`src/rtl/bc_pkg.sv`:
```
`default_nettype none
// +----------------------------------------------------------------------+
// | bc_pkg: types and constants shared by the bullsCows game FSM and its  |
// | input controller.                                                     |
// | Revision: 1.0                                                         |
// +----------------------------------------------------------------------+
package bc_pkg;

   localparam int DIGITS       = 4;
   localparam int MAX_ATTEMPTS = 15;
   localparam int ATT_W        = $clog2(MAX_ATTEMPTS + 1);

   typedef enum logic [2:0] {
      IDLE,
      SECRET_J1,
      SECRET_J2,
      GUESS_J1,
      GUESS_J2,
      WIN_J1,
      WIN_J2
   } state_t;

   typedef enum logic [1:0] {
      NONE,
      BAD_DIGIT,
      DUP_DIGIT
   } reject_t;

endpackage
`default_nettype wire

```
`src/rtl/guess_validator.sv`:
```
`default_nettype none
// +----------------------------------------------------------------------+
// | guess_validator: checks a 4-digit BCD code for non-decimal digits and |
// | repeated digits (combinational).                                      |
// | Revision: 1.0                                                         |
// +----------------------------------------------------------------------+
module guess_validator
   import bc_pkg::*;
(
   input  logic [4*DIGITS-1:0] code,
   output logic                valid,
   output reject_t             reason
);

   logic [DIGITS-1:0] w_bad;
   logic              w_dup;

   generate
      for (genvar i = 0; i < DIGITS; i++) begin : g_nibble
         assign w_bad[i] = (code[4*i +: 4] > 4'd9);
      end
   endgenerate

   always_comb begin
      w_dup = 1'b0;
      for (int i = 0; i < DIGITS; i++) begin
         for (int j = i + 1; j < DIGITS; j++) begin
            if (code[4*i +: 4] == code[4*j +: 4]) begin
               w_dup = 1'b1;
            end
         end
      end
   end

   // A non-decimal digit outranks a repetition.
   always_comb begin
      reason = NONE;
      if (|w_bad) begin
         reason = BAD_DIGIT;
      end else if (w_dup) begin
         reason = DUP_DIGIT;
      end
   end

   assign valid = (reason == NONE);

endmodule
`default_nettype wire

```
`src/rtl/guess_sequencer.sv`:
```
`default_nettype none
// +----------------------------------------------------------------------+
// | guess_sequencer: debounces the confirm button, captures and validates |
// | the switch code, commits or rejects it, counts per-player attempts.   |
// | Revision: 1.0                                                         |
// +----------------------------------------------------------------------+
module guess_sequencer
   import bc_pkg::*;
#(
   parameter int DEBOUNCE_CYCLES = 1_000_000,
   parameter int ERR_HOLD_CYCLES = 100_000_000
)(
   input  logic             clock,
   input  logic             reset_n,
   input  logic             confirm,
   input  logic [15:0]      SW,
   input  state_t           current_state,
   output logic             commit,
   output logic [15:0]      commit_value,
   output logic             reject,
   output reject_t          reject_code,
   output logic [ATT_W-1:0] attempts_j1,
   output logic [ATT_W-1:0] attempts_j2
);

   localparam int c_db_w  = (DEBOUNCE_CYCLES > 1) ? $clog2(DEBOUNCE_CYCLES) : 1;
   localparam int c_err_w = $clog2(ERR_HOLD_CYCLES + 1);
   localparam logic [c_db_w-1:0]  c_db_last  = c_db_w'(DEBOUNCE_CYCLES - 1);
   localparam logic [c_err_w-1:0] c_err_last = c_err_w'(ERR_HOLD_CYCLES);
   localparam logic [ATT_W-1:0]   c_att_max  = ATT_W'(MAX_ATTEMPTS);

   typedef enum logic [2:0] {
      RELEASE_DB,
      ARMED,
      PRESS_DB,
      CHECK,
      COMMIT,
      ERROR
   } seq_state_t;

   seq_state_t          r_state;
   logic                r_confirm_meta;
   logic                r_confirm_s;
   logic [15:0]         r_sw_meta;
   logic [15:0]         r_sw_s;
   logic [c_db_w-1:0]   r_db_cnt;
   logic [c_err_w-1:0]  r_err_cnt;
   logic                w_valid;
   reject_t             w_reason;

   guess_validator u_validator (
      .code   (commit_value),
      .valid  (w_valid),
      .reason (w_reason)
   );

   always_ff @(posedge clock) begin
      if (!reset_n) begin
         r_confirm_meta <= 1'b0;
         r_confirm_s    <= 1'b0;
         r_sw_meta      <= '0;
         r_sw_s         <= '0;
         r_state        <= RELEASE_DB;
         r_db_cnt       <= '0;
         r_err_cnt      <= '0;
         commit         <= 1'b0;
         commit_value   <= '0;
         reject         <= 1'b0;
         reject_code    <= NONE;
      end else begin
         r_confirm_meta <= confirm;
         r_confirm_s    <= r_confirm_meta;
         r_sw_meta      <= SW;
         r_sw_s         <= r_sw_meta;
         commit         <= 1'b0;

         case (r_state)
            RELEASE_DB: begin
               if (r_confirm_s) begin
                  r_db_cnt <= '0;
               end else if (r_db_cnt == c_db_last) begin
                  r_db_cnt <= '0;
                  r_state  <= ARMED;
               end else begin
                  r_db_cnt <= r_db_cnt + 1'b1;
               end
            end
            ARMED: begin
               if (r_confirm_s) begin
                  r_db_cnt <= '0;
                  r_state  <= PRESS_DB;
               end
            end
            PRESS_DB: begin
               if (!r_confirm_s) begin
                  r_state <= ARMED;
               end else if (r_db_cnt == c_db_last) begin
                  commit_value <= r_sw_s;
                  r_state      <= CHECK;
               end else begin
                  r_db_cnt <= r_db_cnt + 1'b1;
               end
            end
            CHECK: begin
               r_err_cnt <= '0;
               // Outside secret/guess entry the code is only a "continue" press.
               if ((current_state inside {IDLE, WIN_J1, WIN_J2}) || w_valid) begin
                  r_state <= COMMIT;
               end else begin
                  r_state <= ERROR;
               end
            end
            COMMIT: begin
               commit   <= 1'b1;
               r_db_cnt <= '0;
               r_state  <= RELEASE_DB;
            end
            ERROR: begin
               // commit_value is frozen here, so the validator output stays valid.
               if (r_err_cnt == c_err_last) begin
                  reject      <= 1'b0;
                  reject_code <= NONE;
                  r_db_cnt    <= '0;
                  r_state     <= RELEASE_DB;
               end else begin
                  reject      <= 1'b1;
                  reject_code <= w_reason;
                  r_err_cnt   <= r_err_cnt + 1'b1;
               end
            end
            default: begin
               r_state <= RELEASE_DB;
            end
         endcase
      end
   end

   always_ff @(posedge clock) begin
      if (!reset_n || (current_state inside {IDLE, SECRET_J1})) begin
         attempts_j1 <= '0;
         attempts_j2 <= '0;
      end else if (commit) begin
         if ((current_state == GUESS_J1) && (attempts_j1 != c_att_max)) begin
            attempts_j1 <= attempts_j1 + 1'b1;
         end
         if ((current_state == GUESS_J2) && (attempts_j2 != c_att_max)) begin
            attempts_j2 <= attempts_j2 + 1'b1;
         end
      end
   end

endmodule
`default_nettype wire

```
`config.mk`:
```
export PLATFORM = sky130hd
export DESIGN_NAME = guess_sequencer
export DESIGN_NICKNAME = d
export VERILOG_FILES = /design/src/rtl/bc_pkg.sv /design/src/rtl/guess_validator.sv /design/src/rtl/guess_sequencer.sv
export SDC_FILE = /design/constraint.sdc
export NUM_CORES = 1
export LEC_CHECK = 0
export CAP_MARGIN = 30
export CORE_UTILIZATION = 51
export DETAILED_ROUTE_END_ITERATION = 7
export PLACE_DENSITY = 0.75
export SLEW_MARGIN = 15
export SYNTH_ARGS = -nofsm -noshare
export SYNTH_HDL_FRONTEND = slang
export SYNTH_SLANG_ARGS = --single-unit
export TNS_END_PERCENT = 50
```
`constraint.sdc`:
```
create_clock -name clock -period 2.5 [get_ports clock]
set_input_delay 0.375 -clock clock [delete_from_list [all_inputs] [get_ports clock]]
set_output_delay 0.375 -clock clock [all_outputs]
set_load 0.01 [all_outputs]
```
==> metrics <==
Comb pwr share 0.036; number of buffers on the longest clock path 2; Synth async-reset ratio 0; Fin. Hold Viols 0; HP Start reset_n; Max Cap Viol 0; Placement Cell Area roughly 5800 um^2; Iter 0 DRT Violations approximately 210; Die X about 100 um; WHS Path Cells 2; Ports 50; Max VDD drop about 0.00054 V; M2 GR Usage 0.3702; clk_lat worst skew around 0.38 ns; drt pass-1 iters 4; fin worst setup slack between 0.1 and 0.15 ns; synth warn 0; Avg Vias per Cell about 5.6; die span in y 102.3 um; Placed Instances between 700 and 800; Slowest-stage cell, CP or4_1; nature of the critical path startpoint flop; design area approximately 6000 um^2; critical path's most frequent cell o31a_1; worst-path fanout max 5; count of final setup violators 0; Area contributors post-synth dfxtp_1, xnor2_1, and2_1, xor2_1, nor2_1; PortBufs 49; switching pwr around 740 uW; cell count after synthesis approximately 560; FP Rows 36; Avg Inst Size Synth slightly above 9 um^2; Lkg Pwr 0.002230 uW; Worst EP required 2.77 ns; cells on worst reg2reg path 7; CP endpoint kind flop; Tightest Hold Check Type input port to flop; reg2reg end r_db_cnt[14]; largest area contributor in the netlist dfxtp_1; Reg-to-Reg Start r_db_cnt[1]; HPWL after detailed placement around 7.6 mm; Routability Congestion about 0.85; grt ovf 0; Top Usage Layer GRT met2; final antenna diode count 0; hold path endpoint commit_value[15]; GR Layer Usage met1 0.2709; Core ar. 9774 um^2; largest net degree at the start of global routing 29; Unique masters post-synth slightly below 60; GRT Resource Usage Total 0.2184; worst endpoint data arrival time approximately 2.7 ns; Post-synth top flop dfxtp_1; CTS tree yes; routed wire length around 11 mm; Vias around 4200; fill count about 860; Die ar. approximately 10000 um^2; worst slew pin tran 0.5814 ns; initial antenna violation count 0; Post-Syn Nets between 500 and 600; H-tree level count 3; period utilization 0.9580; clock power share 0.360; Initial Util 0.5244; FF-to-FF setup slack ~0.11 ns; cell area after synthesis between 5000 and 6000 um^2; DP Worst Slack roughly 0.12 ns; clock skew approximately 0.013 ns; Power Density around 500 nW/um^2; Synth top area share 0.4374; clock buffer count from CTS 9; DR WL/cell 14.33 um; layout cells sized above 1 0.07655; Slew HR 0.6024; Sink Count between 100 and 150; Final ANT Viol Nets 0; post-layout min period around 2.4 ns; Sw Share 0.2438; Clock Pin Slew Worst Setup and Hold Paths 0.12 ns; clock root buffer clkbuf_8; Crit Path Class flop to flop; Flop pwr share 0.604; post-synthesis sequential area ratio 0.4374; vias in the first global route 3929; max-slew violation count 0; outcome finished, final reports clean; GR met3 Demand/Resource 0.04856; fmax 417.5 MHz; Non-Filler Instances roughly 750; CP peak stage delay around 0.62 ns; Int Pwr about 2300 uW; #FFs+latches synth around 110; Post-synth EDFFs 0; Area Overhead vs Synth 17.43%; worst-path cell chain ha_1, inv_1, or4_1, o31a_1, a311o_1, o211a_1, o31a_1; global-route wire length before repair 18.03 mm; DRC 0; NumNets Final about 640
-- critical path, delay by kind of cell, from the launching register on --
| kind | cells | cell delay (ns) |
|---|---|---|
| compound gates | 4 | 1.03 |
| fa+ha+maj | 1 | 0.21 |
| buf+inv | 1 | 0.06 |
| flops | 1 | 0.38 |
| simple gates | 1 | 0.62 |
-- kinds of logic (layout without fill, tap and decap cells) --
logic type,count (synthesis),in the layout,synth area share
mux,20,20,0.03930
buf+inv,38,96,0.03148
flops,112,112,0.4374
compound gates,91,91,0.1301
fa+ha+maj,5,5,0.01220
xor+xnor,58,58,0.09910
simple gates,232,232,0.2504
-- worst max-delay path by stage --
| stage | from | slack, ns | cells past startpoint | endpoint |
|---|---|---|---|---|
| 3_3_place_gp | r_db_cnt[0] | 0.15 | 7 | r_db_cnt[0] |
| 2_1_floorplan | r_db_cnt[0] | 0.21 | 8 | r_db_cnt[14] |
| 3_5_place_dp | r_db_cnt[0] | 0.12 | 7 | r_db_cnt[13] |
| 5_1_grt | r_err_cnt[0] | -0.01 | 8 | r_db_cnt[17] |
| 6_report | r_db_cnt[1] | 0.11 | 7 | r_db_cnt[14] |
| 4_1_cts | r_db_cnt[0] | 0.10 | 7 | r_db_cnt[15] |
-- through the flow --
| stage | total power [uW] | hold WS, ns | utilization | TNS, ns |
|---|---|---|---|---|
| after detailed placement | 1974 | 0.4216 | 0.5923 | 0 |
| after floorplan | 1923 | 0.4119 | - | 0 |
| after global placement | 1972 | 0.4142 | 0.5923 | 0 |
| after global routing | 3145 | 0.3873 | 0.6158 | -0.01244 |
| after CTS | 3060 | 0.3889 | 0.6138 | 0 |
| final | 3020 | 0.3988 | 0.6158 | 0 |
-- power by group through the flow --
stage / Clock [uW] / Sequential (uW) / Combinational (uW)
2_1_floorplan: 0 / 1860 / 62.4
3_3_place_gp: 0 / 1860 / 108
3_5_place_dp: 0 / 1860 / 110
4_1_cts: 1130 / 1820 / 110
5_1_grt: 1190 / 1830 / 123
6_report: 1090 / 1820 / 110
-- metal layers --
layer,vias up,wire [um]
met5,-,0
met2,97,5318
met1,1959,4834
li1,2082,-
met4,0,198
met3,21,355
-- cells in the mapped netlist (5+ instances only) --
cell / n
nor2b_1: 21
nand4b_1: 6
nand3_1: 22
a21oi_1: 17
clkbuf_1: 18
o21ai_0: 9
nor4_1: 9
xnor2_1: 34
nand4_1: 15
mux2i_1: 19
and2_1: 36
a211oi_1: 20
xor2_1: 24
inv_1: 14
a2111oi_0: 6
a21o_1: 5
and3_1: 7
nand2_1: 30
ha_1: 5
dfxtp_1: 112
nor2_1: 55
-- layout make-up --
cell class              count  area [um^2]  area share
multi-input cells         406         2734      0.4542
flip-flops and latches    112         2243      0.3727
repair buffers             66        613.1      0.1018
well taps                 133        166.4     0.02765
clock buffers               9        123.9     0.02058
clock inverters             7        86.33     0.01434
inverters                  14        52.55    0.008730
-- sequential cells by signal, summed over array words and instances, names as in the netlist --
signal,count
reject,1
attempts_j2,4
r_sw_meta,16
commit,1
commit_value,16
r_err_cnt,27
r_confirm_meta,1
attempts_j1,4
r_db_cnt,20
r_sw_s,16
r_state,3
reject_code,2
r_confirm_s,1
-- placed cells by master, fill, tap and decap left out, types with 3 or more instances in the layout --
master,instances
o21ai_0,8
nand2_1,30
nand4b_1,6
nand3b_1,3
and3_1,7
or3_1,4
clkdlybuf4s50_1,48
o31a_1,4
o41ai_1,3
a21o_1,5
clkbuf_8,9
and4_1,3
dfxtp_1,111
ha_1,5
and2_1,36
nor2b_1,21
a31oi_1,3
o31ai_1,4
inv_8,4
nor3_1,3
a2111oi_0,5
nor4bb_1,3
nand4_1,15
mux2i_1,19
inv_1,14
or4_1,4
o21a_1,3
nor2_1,55
a21boi_0,3
nor4_1,9
a211oi_1,20
a21oi_1,17
xnor2_1,34
buf_4,17
nand3_1,22
xor2_1,24
-- what timing repair did --
action | in CTS | in global routing
gates resized for setup | 0 | 4
endpoints found under the setup margin | 0 | 18
buffers inserted | 0 | 1
hold buffers | 0 | 0
(Power assumes the default switching activity.)
